--- src/rtl/tmds_pkg.sv ---
// Shared TMDS definitions: control-token codes, FSM state encoding and the
// data-word decode helper, common to the channel decoder and encoder.
package tmds_pkg;

  localparam logic [9:0] CTRL_TOK_00 = 10'b1101010100;
  localparam logic [9:0] CTRL_TOK_01 = 10'b0010101011;
  localparam logic [9:0] CTRL_TOK_10 = 10'b0101010100;
  localparam logic [9:0] CTRL_TOK_11 = 10'b1010101011;

  typedef enum logic [1:0] {
    ST_SEARCH    = 2'd0,
    ST_SLIP_WAIT = 2'd1,
    ST_LOCKED    = 2'd2
  } tmds_state_e;

  // Undo the optional inversion (bit 9), then the XOR/XNOR chain (bit 8).
  function automatic logic [7:0] tmds_data_decode(input logic [9:0] word);
    logic [7:0] d;
    logic [7:0] p;
    d    = word[9] ? ~word[7:0] : word[7:0];
    p[0] = d[0];
    for (int i = 1; i < 8; i++) begin
      p[i] = word[8] ? (d[i] ^ d[i-1]) : ~(d[i] ^ d[i-1]);
    end
    return p;
  endfunction

endpackage

--- src/rtl/tmds_word_decode.sv ---
// Combinational classification of one 10-bit TMDS word into a control token
// or a decoded pixel byte.
module tmds_word_decode
  import tmds_pkg::*;
(
  input  logic [9:0] word,
  output logic       is_ctrl,
  output logic [1:0] ctrl,
  output logic [7:0] pixel
);

  always_comb begin
    is_ctrl = 1'b1;
    ctrl    = 2'b00;
    pixel   = tmds_data_decode(word);
    case (word)
      CTRL_TOK_00: ctrl = 2'b00;
      CTRL_TOK_01: ctrl = 2'b01;
      CTRL_TOK_10: ctrl = 2'b10;
      CTRL_TOK_11: ctrl = 2'b11;
      default:     is_ctrl = 1'b0;
    endcase
  end

endmodule

--- src/rtl/tmds_channel_decoder.sv ---
// TMDS channel decoder: word alignment via bitslip search, lock tracking and a
// 2-stage decode pipeline. Define TMDS_DEC_SLIP_STATS_EN for the bitslip counter.
//
// state        | meaning
// -------------+------------------------------------------------------------
// ST_SEARCH    | counting consecutive control tokens; bitslip after dwell limit
// ST_SLIP_WAIT | deserializer settling after a bitslip, input ignored
// ST_LOCKED    | aligned; lost after too long without a control token
module tmds_channel_decoder
  import tmds_pkg::*;
#(
  parameter int LOCK_CNT    = 32,
  parameter int SEARCH_CNT  = 2048,
  parameter int SLIP_WAIT   = 4,
  parameter int NO_CTRL_MAX = 4095
) (
  input  logic        i_clk,
  input  logic        i_rst,
  input  logic [9:0]  i_tmds,
  output logic        o_bitslip,
  output logic        o_locked,
  output logic        o_de,
  output logic [1:0]  o_ctrl,
  output logic [7:0]  o_pixel,
  output logic [15:0] o_slip_cnt
);

  localparam int RUN_W   = $clog2(LOCK_CNT + 1);
  localparam int DWELL_W = $clog2(SEARCH_CNT + 1);
  localparam int WAIT_W  = $clog2(SLIP_WAIT + 1);
  localparam int IDLE_W  = $clog2(NO_CTRL_MAX + 1);

  tmds_state_e        state, state_nxt;
  logic [RUN_W-1:0]   run_cnt, run_nxt;
  logic [DWELL_W-1:0] dwell_cnt, dwell_nxt;
  logic [WAIT_W-1:0]  wait_cnt, wait_nxt;
  logic [IDLE_W-1:0]  idle_cnt, idle_nxt;
  logic               slip_nxt;
  logic               bitslip_r, locked_r;

  logic       is_ctrl;
  logic [1:0] ctrl;
  logic [7:0] pixel;

  logic       s1_is_ctrl;
  logic [1:0] s1_ctrl;
  logic [7:0] s1_pixel;
  logic       out_de;
  logic [1:0] out_ctrl;
  logic [7:0] out_pixel;

  tmds_word_decode u_word_decode (
    .word    (i_tmds),
    .is_ctrl (is_ctrl),
    .ctrl    (ctrl),
    .pixel   (pixel)
  );

  always_comb begin
    state_nxt = state;
    run_nxt   = run_cnt;
    dwell_nxt = dwell_cnt;
    wait_nxt  = wait_cnt;
    idle_nxt  = idle_cnt;
    slip_nxt  = 1'b0;
    case (state)
      ST_SEARCH: begin
        // Lock completion wins over a simultaneous dwell expiry.
        if (is_ctrl && run_cnt == RUN_W'(LOCK_CNT - 1)) begin
          state_nxt = ST_LOCKED;
          run_nxt   = '0;
          dwell_nxt = '0;
          idle_nxt  = '0;
        end else if (dwell_cnt == DWELL_W'(SEARCH_CNT - 1)) begin
          state_nxt = ST_SLIP_WAIT;
          slip_nxt  = 1'b1;
          run_nxt   = '0;
          dwell_nxt = '0;
          wait_nxt  = '0;
        end else begin
          dwell_nxt = dwell_cnt + DWELL_W'(1);
          run_nxt   = is_ctrl ? run_cnt + RUN_W'(1) : '0;
        end
      end
      ST_SLIP_WAIT: begin
        if (wait_cnt == WAIT_W'(SLIP_WAIT - 1)) begin
          state_nxt = ST_SEARCH;
          wait_nxt  = '0;
          run_nxt   = '0;
          dwell_nxt = '0;
        end else begin
          wait_nxt = wait_cnt + WAIT_W'(1);
        end
      end
      ST_LOCKED: begin
        if (is_ctrl) begin
          idle_nxt = '0;
        end else if (idle_cnt == IDLE_W'(NO_CTRL_MAX - 1)) begin
          state_nxt = ST_SEARCH;
          idle_nxt  = '0;
          run_nxt   = '0;
          dwell_nxt = '0;
        end else begin
          idle_nxt = idle_cnt + IDLE_W'(1);
        end
      end
      default: state_nxt = ST_SEARCH;
    endcase
  end

  always_ff @(posedge i_clk) begin
    if (i_rst) begin
      state      <= ST_SEARCH;
      run_cnt    <= '0;
      dwell_cnt  <= '0;
      wait_cnt   <= '0;
      idle_cnt   <= '0;
      bitslip_r  <= 1'b0;
      locked_r   <= 1'b0;
      s1_is_ctrl <= 1'b0;
      s1_ctrl    <= 2'b00;
      s1_pixel   <= 8'h00;
      out_de     <= 1'b0;
      out_ctrl   <= 2'b00;
      out_pixel  <= 8'h00;
    end else begin
      state      <= state_nxt;
      run_cnt    <= run_nxt;
      dwell_cnt  <= dwell_nxt;
      wait_cnt   <= wait_nxt;
      idle_cnt   <= idle_nxt;
      bitslip_r  <= slip_nxt;
      locked_r   <= (state_nxt == ST_LOCKED);
      s1_is_ctrl <= is_ctrl;
      s1_ctrl    <= ctrl;
      s1_pixel   <= is_ctrl ? 8'h00 : pixel;
      out_de     <= ~s1_is_ctrl;
      out_pixel  <= s1_is_ctrl ? 8'h00 : s1_pixel;
      // Control value is held across data periods.
      if (s1_is_ctrl) out_ctrl <= s1_ctrl;
    end
  end

  assign o_bitslip = bitslip_r;
  assign o_locked  = locked_r;
  assign o_de      = out_de & locked_r;
  assign o_ctrl    = locked_r ? out_ctrl  : 2'b00;
  assign o_pixel   = locked_r ? out_pixel : 8'h00;

`ifdef TMDS_DEC_SLIP_STATS_EN
  logic [15:0] slip_cnt;

  always_ff @(posedge i_clk) begin
    if (i_rst) begin
      slip_cnt <= 16'h0000;
    end else if (slip_nxt && slip_cnt != 16'hFFFF) begin
      slip_cnt <= slip_cnt + 16'd1;
    end
  end

  assign o_slip_cnt = slip_cnt;
`else
  assign o_slip_cnt = 16'h0000;
`endif

endmodule

--- config.mk ---
export PLATFORM = sky130hd
export DESIGN_NAME = tmds_channel_decoder
export DESIGN_NICKNAME = d
export VERILOG_FILES = /design/src/rtl/tmds_pkg.sv /design/src/rtl/tmds_word_decode.sv /design/src/rtl/tmds_channel_decoder.sv
export SDC_FILE = /design/constraint.sdc
export NUM_CORES = 1
export LEC_CHECK = 0
export ABC_AREA = 1
export BUFFER_PORTS_ARGS = -buffer_cell sky130_fd_sc_hd__buf_2
export CORE_ASPECT_RATIO = 0.8
export CORE_MARGIN = 2
export CORE_UTILIZATION = 53
export CTS_CLUSTER_DIAMETER = 60
export DETAILED_ROUTE_END_ITERATION = 10
export GPL_ROUTABILITY_DRIVEN = 1
export PLACE_DENSITY = 0.77
export SKIP_LAST_GASP = 1
export SLEW_MARGIN = 40
export SYNTH_ARGS = -nofsm -noshare
export SYNTH_HDL_FRONTEND = slang
export SYNTH_SLANG_ARGS = --single-unit
--- constraint.sdc ---
create_clock -name i_clk -period 1.6 [get_ports i_clk]
set_clock_uncertainty 0.05 [all_clocks]
set_input_delay 0.16 -clock i_clk [delete_from_list [all_inputs] [get_ports i_clk]]
set_output_delay 0.16 -clock i_clk [all_outputs]
set_load 0.02 [all_outputs]
==> flow_summary.ini, run 1 <==
[sta]
timing.final.crit_share = 1.006
drv_slew = 0
hold_viol_final = 0
finalWorstPathRequiredPeriod_ns = 1.610
fin_setup_tns_ns = -0.01700
finalSetupViolCount = 2
setup_slack_ns = -0.009537
fin_hold_ws_ns = 0.06179
rsz0062_at_grt = true
fmaxAchievable_mhz = 621.3

[synthesis]
synth_top_family_by_area = simple AND/OR/NAND/NOR gates
synth_common_cells = nand2_1 (114), inv_1 (88), nor2_1 (74)
yosys.area.top_type = dfxtp_1
netlist_area_sq_um = 3486
postSynthAreaPerCell_sq_um = 6.756
synth_compound_area_frac = 0.05169
synth_edf_count = 0
yosys.area_share.simple = 0.3557
yosysMostFrequentCell = nand2_1
synth_top_area_share = 0.3388
ys_async_sr_fraction = 0
synth_ff_type = dfxtp_1
yosysWarnings = 0
ys_ff_latch = 59
synth.area.mux_share = 0
seq_area_frac_synth = 0.3388
synth_xor_area_frac = 0.03518
synth_cells = 516
synth_fa_ha_area_frac = 0.05384
synth_area_leaders = dfxtp_1 (34%), nand2_1 (12%), inv_1 (9.5%)
yosysUniqueCellTypes = 31

[critical_path]
startpoint_type = flip-flop
cp_max_fo = 7
regToRegSetupSlack_ns = -0.01
cp-endpoint = run_cnt[5]
r2r-end = run_cnt[5]
critPathRequiredTime_ns = 1.83
crit_arrival_ns = 1.84
endpoint_kind = flip-flop
critPathLaunch = state[0]
path_class = reg -> reg
worst-r2r-cell-count = 9
r2r_start = state[0]

[grt]
grt_pass1_vias = 3237
grt_overflow_total = 0
grt_max_degree = 19
antenna_found_initial = 0
grt_usage = 0.2435
grt_pass1_wl_um = 14080

[die]
die_x_um = 94.67
rows = 26
die_h_um = 76.54
fp.dieArea_sq_um = 7246
core_sq_um = 6376
start_util = 0.5467
io_pins = 41

[place]
gp_congestion = 0.8528
port_buffers = 24
hpwl_um = 5869

[status]
run_status = finished, violations left
violations = negative setup slack

[pwr]
peakVddDrop_mv = 0.4809
pwr_density_cell_nw_per_um2 = 666.9
power.total_mw = 3.166
power_leakage_nw = 2.221

[final_layout]
areaGrowthSynthToFinish_pct = 36.22
n_fill_cell = 452
n_antenna_cell = 0
fin_nets = 636
drive_gt1_frac = 0.3485
regArea_sq_um = 1200
multi_input_area_sq_um = 2135

[clock_tree]
clkSlewWorstSetupHoldPaths_ns = 0.07
clockRootBuffer = clkbuf_8
cts_tree = yes
cts_buffers = 9
clock-sinks = 59
h-tree-depth = 3
clock_path_buffers = 2
clk_latency_ns = 0.34

[detailed_routing]
vias_per_cell = 4.997
drt-total-wl_um = 9091
vias = 3488
ant_nets = 0
drt_iter0_drc = 200
drc = 0
wl_per_cell_um = 13.02
drtPass1Iterations = 4

[job]
cap_violations = 0

[hold_path]
min_path_type = in -> reg
holdPathStages = 3
==> kinds of logic after synthesis <==
family / after synthesis
AO/OA/AOI/OAI: 32
XOR/XNOR: 14
adder cells (fa/ha/maj): 15
buffers and inverters: 121
flip-flops: 59
other: 1
AND/OR/NAND/NOR: 274
==> through the flow <==
step	std cells	instance area [sq um]	setup slack (ns)	util
after detailed placement	669	4015	-0.1268	0.6297
after global placement	669	4015	-0.09924	0.6297
after CTS	691	4427	-0.03290	0.6943
after global routing	698	4748	-0.08957	0.7447
final	698	4748	-0.009537	0.7447
after floorplan	531	3552	-0.003937	-
==> worst min path at each step <==
stage / startpoint / to
floorplan: i_tmds[9] / s1_pixel[0]
global placement: s1_pixel[1] / out_pixel[1]
detailed placement: s1_pixel[7] / out_pixel[7]
CTS: i_tmds[9] / s1_pixel[0]
global route: i_tmds[9] / s1_pixel[0]
finish: i_tmds[9] / s1_pixel[0]
==> final cells by class <==
type                            count  share of cell area
Multi-Input combinational cell    351              0.4495
Clock buffer                       11             0.02978
Inverter                           90             0.07325
Tap cell                           84             0.02213
Timing Repair Buffer               98              0.1594
Sequential cell                    59              0.2527
Clock inverter                      5             0.01318
==> placed cells by master (no fill, tap or decap), drive strengths merged <==
cell,n
buf,97
nand2,125
xor2,8
clkinvlp,2
o21bai,2
and2,1
clkinv,2
nor3,9
clkbuf,12
inv,90
nand3b,4
ha,15
nor2,78
a21oi,24
nand4,11
conb,16
nand3,46
xnor2,6
o21ai,6
bufinv,1
dfxtp,59
==> registers in the layout, indices dropped and copies added, names as in the netlist, 2 cells and up <==
register   count
run_cnt        6
dwell_cnt     12
state          2
idle_cnt      12
out_pixel      8
out_ctrl       2
s1_ctrl        2
wait_cnt       3
s1_pixel       8
==> critical path, stage by stage (launching register included) <==
cell and delay (ns):
dfxtp_4 0.37, inv_2 0.09, ha_4 0.19, nand4_1 0.19
nand2_4 0.16, buf_8 0.16, nand3_1 0.11, nand2_1 0.10
nand2_1 0.05, nor2_1 0.07
==> per-layer routing <==
layer | part of all wire | track usage
met1 | 0.44 | 0.3159
met2 | 0.48 | 0.3915
met4 | 0.021 | 0.07971
met3 | 0.055 | 0.06429
met5 | 0 | 0
==> report_power, final <==
part	switching [mW]	total (mW)	internal, mW
Clock	0.638	1.41	0.767
Combinational	0.147	0.239	0.0918
Sequential	0.0145	1.52	1.51
Total	0.800	3.17	2.37
==> what timing repair did <==
action,CTS,global route
hold buffers,0,0
setup endpoints to repair,34,35
buffers inserted,6,7
gates cloned,1,2
pin swaps,15,37
gates resized for setup,34,85
Power figures use the tool's default switching activity.
==> inputs of run 2 (changes only) <==
--- a/config.mk
+++ b/config.mk
@@ -5,11 +5,11 @@
 export SDC_FILE = /design/constraint.sdc
 export NUM_CORES = 1
 export LEC_CHECK = 0
-export ABC_AREA = 1
+export ABC_AREA = 0
 export BUFFER_PORTS_ARGS = -buffer_cell sky130_fd_sc_hd__buf_2
 export CORE_ASPECT_RATIO = 0.8
 export CORE_MARGIN = 2
-export CORE_UTILIZATION = 53
+export CORE_UTILIZATION = 52
 export CTS_CLUSTER_DIAMETER = 60
 export DETAILED_ROUTE_END_ITERATION = 10
 export GPL_ROUTABILITY_DRIVEN = 1
==> run 2 against run 1 <==
  * The run still ends with negative setup slack left
  * Non-clock buffer count grew 26
  * Critical path depth grew 1
  * Area after synthesis is 14% lower
  * Synthesized cell count shrank 34%
  * Sequential power barely moved
  * Routed wire length increased by 8.7%
  * Register-to-register slack got worse by 0.54 ns
  * Largest cell class unchanged
  * Largest power group unchanged
==> flow_summary.ini, run 2 <==
[synthesis]
ys_ff_latch = 59
synth_ff_type = dfxtp_1
yosys.area.top_type = dfxtp_1
synth_edf_count = 0
synth_area_leaders = dfxtp_1 (39%), ha_1 (6.3%), nor2_1 (5.8%)
postSynthAreaPerCell_sq_um = 8.769
yosysUniqueCellTypes = 53
netlist_area_sq_um = 2990
yosysMostFrequentCell = dfxtp_1
synth_top_area_share = 0.3950
ys_async_sr_fraction = 0
seq_area_frac_synth = 0.3950
synth_cells = 341
synth_common_cells = dfxtp_1 (59), nor2_1 (46), and2_1 (21)
yosysWarnings = 0

[job]
cap_violations = 0

[detailed_routing]
drtPass1Iterations = 4
drt_iter0_drc = 278
drc = 0
vias = 3097
ant_nets = 0
drt-total-wl_um = 9883
vias_per_cell = 5.631
wl_per_cell_um = 17.97

[final_layout]
final_common_cell = buf_4
n_antenna_cell = 0
drive_gt1_frac = 0.4597
fin_nets = 494
n_fill_cell = 265
largestRegisters = dwell_cnt: 12 flops, idle_cnt: 12 flops
final-instance-count-excl-fill = 550
utilization = 0.8322
layout_common_cells = buf_4 (87), dfxtp_1 (52), nor2_1 (34)
areaGrowthSynthToFinish_pct = 52.93
final_area_sq_um = 4573

[place]
hpwl_um = 5534
dp_slack_ns = -0.5695
port_buffers = 24
gp_congestion = 0.8611
placed_area_sq_um = 3855
dp_cells = 521

[sta]
fin_hold_ws_ns = 0.05213
hold_viol_final = 0
finalSetupViolCount = 37
drv_slew = 0
setup_slack_ns = -0.5523
fmaxAchievable_mhz = 464.6
rsz0062_at_grt = true
fin_setup_tns_ns = -15.93
timing.final.crit_share = 1.345
finalWorstPathRequiredPeriod_ns = 2.152

[die]
core_sq_um = 5495
die_x_um = 88.79
fp.dieArea_sq_um = 6377
start_util = 0.5442
die_h_um = 71.83
io_pins = 41
rows = 24

[critical_path]
path_class = reg -> reg
startpoint_type = flip-flop
cp_max_fo = 8
critPathRequiredTime_ns = 1.85
regToRegSetupSlack_ns = -0.55
endpoint_kind = flip-flop
crit_arrival_ns = 2.40

[clock_tree]
clock-sinks = 59
clockRootBuffer = clkbuf_8
clkSlewWorstSetupHoldPaths_ns = 0.07
cts_buffers = 9
clk_latency_ns = 0.36
cts_hold_buf = 0
cts_tree = yes
h-tree-depth = 3
clock_path_buffers = 2

[status]
violations = negative setup slack
run_status = finished, violations left

[pwr]
peakVddDrop_mv = 0.7078
power_leakage_nw = 1.922
pwr_density_cell_nw_per_um2 = 704.5
power.total_mw = 3.222

[grt]
antenna_found_initial = 0
grt_pass1_vias = 3104
grt_max_degree = 22
grt_overflow_total = 0
grt_usage = 0.2994
grt_pass1_wl_um = 14340

[hold_path]
min_path_type = in -> reg
run 2: changes by cell type in the layout (fill, tap and decap cells not counted), moves of 20 or more:
| cell | previous run | this run |
|---|---|---|
| and2_1 | 1 | 21 |
| buf_4 | 60 | 87 |
| inv_1 | 79 | 14 |
| nand2_1 | 98 | 10 |
| nand3_1 | 30 | 8 |
| nor2_1 | 63 | 34 |
run 2: final timing paths:
path,start,to,depth (start not counted)
hold / removal,i_tmds[9],s1_ctrl[1],3
setup / recovery,idle_cnt[0],dwell_cnt[1],10
hold reg to reg,s1_pixel[5],out_pixel[5],1
setup reg to reg,idle_cnt[0],dwell_cnt[1],10
run 2: routing by layer:
metal	vias to the layer above	track usage	wire (um)
li1	1409	-	-
met1	1474	0.3218	3798
met2	160	0.5174	4949
met3	54	0.1118	664
met4	0	0.1397	470
met5	-	0	0
run 2: area by class of cell:
type | count | area, sq um | share of cell area
Timing Repair Buffer | 124 | 940.9 | 0.2057
Clock inverter | 7 | 85.08 | 0.01860
Sequential cell | 59 | 1192 | 0.2607
Tap cell | 78 | 97.59 | 0.02134
Inverter | 15 | 56.30 | 0.01231
Clock buffer | 9 | 123.9 | 0.02709
Multi-Input combinational cell | 258 | 2077 | 0.4542
run 2: where the power goes:
| group | switching (mW) | total [mW] | leakage [nW] | internal [mW] |
|---|---|---|---|---|
| combinational | 0.150 | 0.253 | 1.33 | 0.103 |
| sequential | 0.0110 | 1.52 | 0.484 | 1.51 |
| clock | 0.703 | 1.45 | 0.106 | 0.747 |
run 2: critical path, stage by stage, from the launching register on:
cell and delay, ns:
dfxtp_2 0.33, inv_2 0.07, ha_4 0.14, nand3_2 0.09
or4_4 0.47, o31a_4 0.36, nor3_4 0.16, buf_12 0.15
buf_4 0.11, nand2_2 0.05, a21oi_2 0.12
run 2: timing repair:
action,CTS,global route
gates cloned,1,0
pin swaps,27,22
resized for setup,60,31
setup buffers,10,4
setup endpoints to repair,37,37
run 2: kinds of logic after synthesis:
family          share of synthesized area
xor+xnor                          0.07615
other cells                      0.001254
simple gates                       0.2506
compound gates                     0.1335
buf+inv                           0.07071
mux                               0.01004
flops                              0.3950
fa+ha+maj                         0.06276
